$ cat src/rtl/mux7_in.sv
// -----------------------------------------------------------------------------
// mux7_in
//
// Seven-way word selector with a combinational output and a registered
// capture path.
//
// The combinational path (DataOutC) always shows the word picked by Order.
// Code 7 is not a legal select, so that code yields all-zero. This path does
// not depend on clk or reset.
//
// The registered path (DataOut) loads the combinational word on every rising
// edge where En=1, and holds its value otherwise.
//   - Valid flags the cycle just after each capture.
//   - SelErr records whether the most recent capture used the illegal code.
//
// Ports
//   clk               in   1      rising-edge clock
//   rst_n             in   1      asynchronous active-low reset
//   Order             in   3      select code, 0..6 legal, 7 illegal
//   En                in   1      capture enable
//   DataIn0..DataIn6  in   WIDTH  candidate words
//   DataOut           out  WIDTH  registered selected word
//   DataOutC          out  WIDTH  combinational selected word
//   Valid             out  1      DataOut was loaded on the previous edge
//   SelErr            out  1      previous capture used Order=7
// -----------------------------------------------------------------------------
module mux7_in #(
   parameter int WIDTH = 32
) (
   input  logic             clk,
   input  logic             rst_n,
   input  logic [2:0]       Order,
   input  logic             En,
   input  logic [WIDTH-1:0] DataIn0,
   input  logic [WIDTH-1:0] DataIn1,
   input  logic [WIDTH-1:0] DataIn2,
   input  logic [WIDTH-1:0] DataIn3,
   input  logic [WIDTH-1:0] DataIn4,
   input  logic [WIDTH-1:0] DataIn5,
   input  logic [WIDTH-1:0] DataIn6,
   output logic [WIDTH-1:0] DataOut,
   output logic [WIDTH-1:0] DataOutC,
   output logic             Valid,
   output logic             SelErr
);

   logic [WIDTH-1:0] w_sel;
   logic             w_illegal;

   logic [WIDTH-1:0] r_data;
   logic             r_valid;
   logic             r_selerr;

   // Selection path. The default assignment makes code 7 produce zero and
   // also guarantees that no latch is inferred.
   always_comb begin
      w_sel = '0;
      case (Order)
         3'd0:    w_sel = DataIn0;
         3'd1:    w_sel = DataIn1;
         3'd2:    w_sel = DataIn2;
         3'd3:    w_sel = DataIn3;
         3'd4:    w_sel = DataIn4;
         3'd5:    w_sel = DataIn5;
         3'd6:    w_sel = DataIn6;
         default: w_sel = '0;
      endcase
   end

   assign w_illegal = (Order == 3'd7);

   // Capture stage. Because the reset is asynchronous, any capture that is
   // pending when reset is asserted is discarded, and no edge seen while
   // rst_n=0 can load anything.
   always_ff @(posedge clk or negedge rst_n) begin
      if (!rst_n) begin
         r_data   <= '0;
         r_valid  <= 1'b0;
         r_selerr <= 1'b0;
      end else begin
         r_valid <= En;
         if (En) begin
            // w_sel is already zero for the illegal code.
            r_data   <= w_sel;
            r_selerr <= w_illegal;
         end
      end
   end

   assign DataOutC = w_sel;
   assign DataOut  = r_data;
   assign Valid    = r_valid;
   assign SelErr   = r_selerr;

endmodule

$ cat config.mk
export PLATFORM = sky130hd
export DESIGN_NAME = mux7_in
export DESIGN_NICKNAME = d
export VERILOG_FILES = /design/src/rtl/mux7_in.sv
export SDC_FILE = /design/constraint.sdc
export NUM_CORES = 1
export LEC_CHECK = 0
export ABC_AREA = 1
export BUFFER_PORTS_ARGS = -buffer_cell sky130_fd_sc_hd__buf_4
export CAP_MARGIN = 10
export CORE_AREA = 5 5 111 113
export DETAILED_ROUTE_END_ITERATION = 8
export DIE_AREA = 0 0 116 118
export PLACE_DENSITY_LB_ADDON = 0.1
export SKIP_CTS_REPAIR_TIMING = 1
export SYNTH_ARGS = -nofsm -noshare
export SYNTH_HDL_FRONTEND = slang
export SYNTH_SLANG_ARGS = --single-unit
$ cat constraint.sdc
create_clock -name clk -period 1 [get_ports clk]
set_clock_uncertainty 0.1 [all_clocks]
set_input_delay 0.1 -clock clk [delete_from_list [all_inputs] [get_ports clk]]
set_output_delay 0.1 -clock clk [all_outputs]
set_load 0.05 [all_outputs]
; ---- After elaboration in Yosys (flattened, before gate mapping)
; Index checks and enable logic that the tools add are counted.
[word_totals]
register_bits = 34
input_bits = 230
out_inout_bits = 66
[op_classes]
n_reduce_logical = 1
eq_ne = 7
mux = 1
[ops]
columns = cell, count
row1 = $pmux 32 s7, 1
row2 = $eq 3x3->1 const B, 4
row3 = $eq 3x2->1 const B, 2
row4 = $eq 3x1->1 const B, 1
row5 = $logic_not 3->1, 1

; ---- Logic depth before layout (Yosys ltp)
[depth]
ltp_word = 2
ltp_mapped = 10
ltp_nobuf = 7

; ---- Least setup slack after synthesis
; OpenSTA, ideal clock, no wires.
[synth_timing]
path_kind = input to register
startpoint = in Order[0]
endpoint = reg r_data[19], in the netlist DataOut[19]
t_arrival_ns = 1.219
setup_slack_ns = -0.439
required_time_ns = 0.780
path_buffers = 3
stages = 9
cell_sequence = buf_4 -> buf_6 -> buf_6 -> nand4_1 -> nand2_1 -> nor2_1 -> nand2_1 -> nand2_1 -> nand2_1
[synth_between]
elab_chain_len = 2
elab_cells_between_ends = 8
cone_classes = eq/ne: 6 / mux: 1 / reduce/logical: 1
[synth_lines]
columns = item, line
row1 = from (decl), 32  ; input logic [2:0] Order,
row2 = $eq 3x3->1 (tied with other cells), 58  ; case (Order)
row3 = $pmux 32 s7 *, 58
row4 = named net DataOutC[19], 42  ; output logic [WIDTH-1:0] DataOutC,
row5 = to (signal assigned), 84  ; r_data <= w_sel;
row6 = to (decl), 50  ; logic [WIDTH-1:0] r_data;
; The timed path passes the listed nets; every way through them passes the cells marked *.
; A chain may end at the register's enable or synchronous reset.

; ---- Final worst setup path
[layout_timing]
startpoint = in Order[0]
endpoint = out DataOutC[30]
[layout_between]
elab_chain_len = 2
elab_cells_between_ends = 8
cone_classes = eq/ne: 6 / mux: 1 / reduce/logical: 1
[layout_lines]
columns = item, line
row1 = $eq 3x3->1 (tied with other cells), 58
row2 = $pmux 32 s7 *, 58
row3 = to (decl), 42
; Every way passes the cells marked *; elsewhere a longest branch is shown, timed or not.

==> impl_metrics.py <==
metrics = {
    "critical_path": {
        "crit_type": "input port to output port",
        "crit_top_cell": "buf_12",
        "start_kind": "input port",
        "timing.critical_path.cells": "buf_12 -> nor2_8 -> buf_12 -> clkbuf_16 -> nand3_2 -> nand2_2 -> nor2_4 -> nand2_4 -> buf_8",
        "critical_path.n_buffers_inverters": 4,
        "worst_path_max_delay_cell": "clkbuf_16",
        "critical_path.max_stage_delay_ns": 0.16,
        "worstPathMaxFanout": 7,
        "crit_family": "buffers and inverters",
        "worst_ep_arrival_time_ns": 1.11,
        "critPathCaptureType": "output port",
        "critPathRequiredTime_ns": 0.80,
    },
    "outcome": {
        "run_status": "complete, but fails checks",
        "failed_checks": "negative hold slack, negative setup slack",
    },
    "timing": {
        "timing.slew.headroom": 0.805,
        "post-route-min-period_ns": 1.31,
        "worstMarginPinSlew_ns": 0.292,
        "slew_viol_final": 0,
        "achievable-frequency_mhz": 764,
        "final_hold_viol_count": 2,
        "holdWs_ns": -0.00428,
        "final.setup.tns_ns": -10.16,
        "post-route-worst-setup-slack_ns": -0.309,
        "finalSetupViolCount": 70,
        "grt_setup_unrepaired": "yes",
        "min_period_over_period": 1.31,
    },
    "logic_synthesis": {
        "postSynthNetCount": 883,
        "synth_edf_count": 0,
        "synth.top_cells.by_area": "dfrtp_1 22%, nand2_1 22%, nand4_1 21%",
        "ys_seq_area_frac": 0.224,
        "synth_cells": 653,
        "synth_top_area_share": 0.224,
        "synth.top_cells.by_count": "225 x nand2_1, 128 x nand4_1, 96 x nor2_1",
        "synth.avg_cell_area_um2": 5.82,
        "synth_warnings": 0,
        "synth-async-reset-ratio": 1.00,
        "postSynthRegisterBits": 34,
        "synth_area_leader_cell": "dfrtp_1",
        "synthMostInstantiatedCell": "nand2_1",
        "yosysUniqueCellTypes": 17,
        "syn-cell-area_mm2": 0.00380,
        "synth_ff_type": "dfrtp_1",
    },
    "grt": {
        "first_pass_grt_wire_length_um": 28800,
        "grt.overflow.total": 0,
        "grt_start_max_net_pins": 55,
        "vias_in_the_first_global_route": 5670,
        "track_usage": 0.260,
        "number_of_antenna_violations_at_the_first_check_in_global_routing": 0,
    },
    "cts": {
        "clock_sink_count": 34,
        "cts.clk_slew.worst_paths_ns": 0.05,
        "cts_max_path_buffers": 2,
        "cts_buffers": 5,
        "worst_skew_pair.late_latency_ns": 0.28,
        "tritoncts": "built",
        "root_buffer_cell": "clkbuf_16",
        "cts-htree-levels": 2,
    },
    "detailed_routing": {
        "routed-via-count": 5979,
        "route.antenna.remaining_nets": 0,
        "drt_iter0_markers": 542,
        "drtPass1Iterations": 6,
        "post_drt_wl_per_cell_um": 19.1,
        "detail_route.vias_per_cell": 5.47,
        "drcViolationCount": 0,
        "wl_um": 20900,
    },
    "floorplan": {
        "fp.dieArea_mm2": 0.0137,
        "initial_utilization": 0.338,
        "die_height_um": 118,
        "io-pin-count": 296,
        "die_width_um": 116,
        "floorplan.core_area_mm2": 0.0112,
        "placementRows": 39,
    },
    "layout": {
        "fillCellCount": 937,
        "nets": 1180,
        "post_route_cells_drive_above_1_share": 0.550,
        "antennaDiodeCount": 0,
        "final_core_utilization": 0.699,
        "flow.area_growth_from_synthesis_pct": 107,
    },
    "place": {
        "post-place-ws_ns": -0.393,
        "detailed_place_hpwl_um": 14200,
        "gp_congestion": 0.922,
        "io_buffer_count": 295,
    },
    "pwr": {
        "vdd_ir_drop_max_uv": 704,
        "cellLeakagePower_nw": 4.18,
        "p_per_area_mw_per_mm2": 1040,
        "report.power.total_mw": 8.16,
    },
    "flow_run": {
        "maxCapViolations": 0,
    },
    "worst_hold_path": {
        "hold_path.class": "input port to register",
    },
}
-- final timing paths --
check,cells past startpoint,endpoint,slack (ns),startpoint
setup reg to reg,3,DataOut[26],0.15,DataOut[26]
min in group asynchronous,2,DataOut[2],0.14,rst_n
setup / recovery,9,DataOutC[30],-0.31,Order[0]
hold reg to reg,2,DataOut[5],0.40,DataOut[5]
hold / removal,3,DataOut[12],-0.004,En
max in group asynchronous,3,DataOut[28],0.29,rst_n
-- worst min-delay path: stages --
cell     delay (ns)
buf_4          0.13
nand2_1        0.06
nand2_1        0.05
-- layout make-up --
cell class	count	area (um2)	share of cell area
tap	143	179	0.0228
sequential	34	851	0.108
timing repair buffer	355	3470	0.443
multi-input combinational	518	3050	0.389
clock buffer	7	143	0.0182
clock inverter	1	5.00	0.000638
inverter	36	148	0.0188
-- layout by cell type (no fill, tap or decap) --
cell and n:
clkinv_2 1, clkbuf_16 13, nand2_4 32, nor2_4 8
nand2_2 28, dfrtp_1 34, clkinv_1 1, clkbuf_1 1
nand2_1 165, buf_16 2, nand3_4 1, nand3_2 31
nor2_1 30, nor2_8 1, dlygate4sd3_1 1, inv_1 32
nand3_1 35, buf_4 255, nor2_2 58, nand4_1 128
inv_8 1, inv_4 2, buf_8 31, o21ai_0 1
clkbuf_8 1, buf_12 20, buf_6 38
-- stage by stage --
step / instance area (um2) / std cells
finish: 7850 / 1094
global placement: 6660 / 1055
detailed placement: 6660 / 1055
CTS: 6810 / 1063
floorplan: 4370 / 653
global route: 7850 / 1094
-- power breakdown --
group	switching (mW)	total [mW]	internal [mW]
Combinational	2.76	4.89	2.13
Clock	0.581	1.57	0.987
Sequential	0.146	1.70	1.56
Total	3.49	8.16	4.68
-- registers in the layout, summed over array words and instances (netlist names) --
signal and count:
SelErr 1, DataOut 32, Valid 1
-- cell families (layout without fill, tap and decap cells) --
family                 Yosys count  count (layout)  share of synthesized area
flip-flops                      34              34                      0.224
AO/OA/AOI/OAI                    1               1                    0.00132
AND/OR/NAND/NOR                517             517                      0.623
buffers and inverters          101             399                      0.152
-- metal layers --
metal | global-route usage | wire length (um)
met5 | 0 | 0
met4 | 0.100 | 685
met3 | 0.0607 | 2230
met2 | 0.453 | 10500
met1 | 0.302 | 7560
Note: power is estimated with default switching activity, not from simulation.
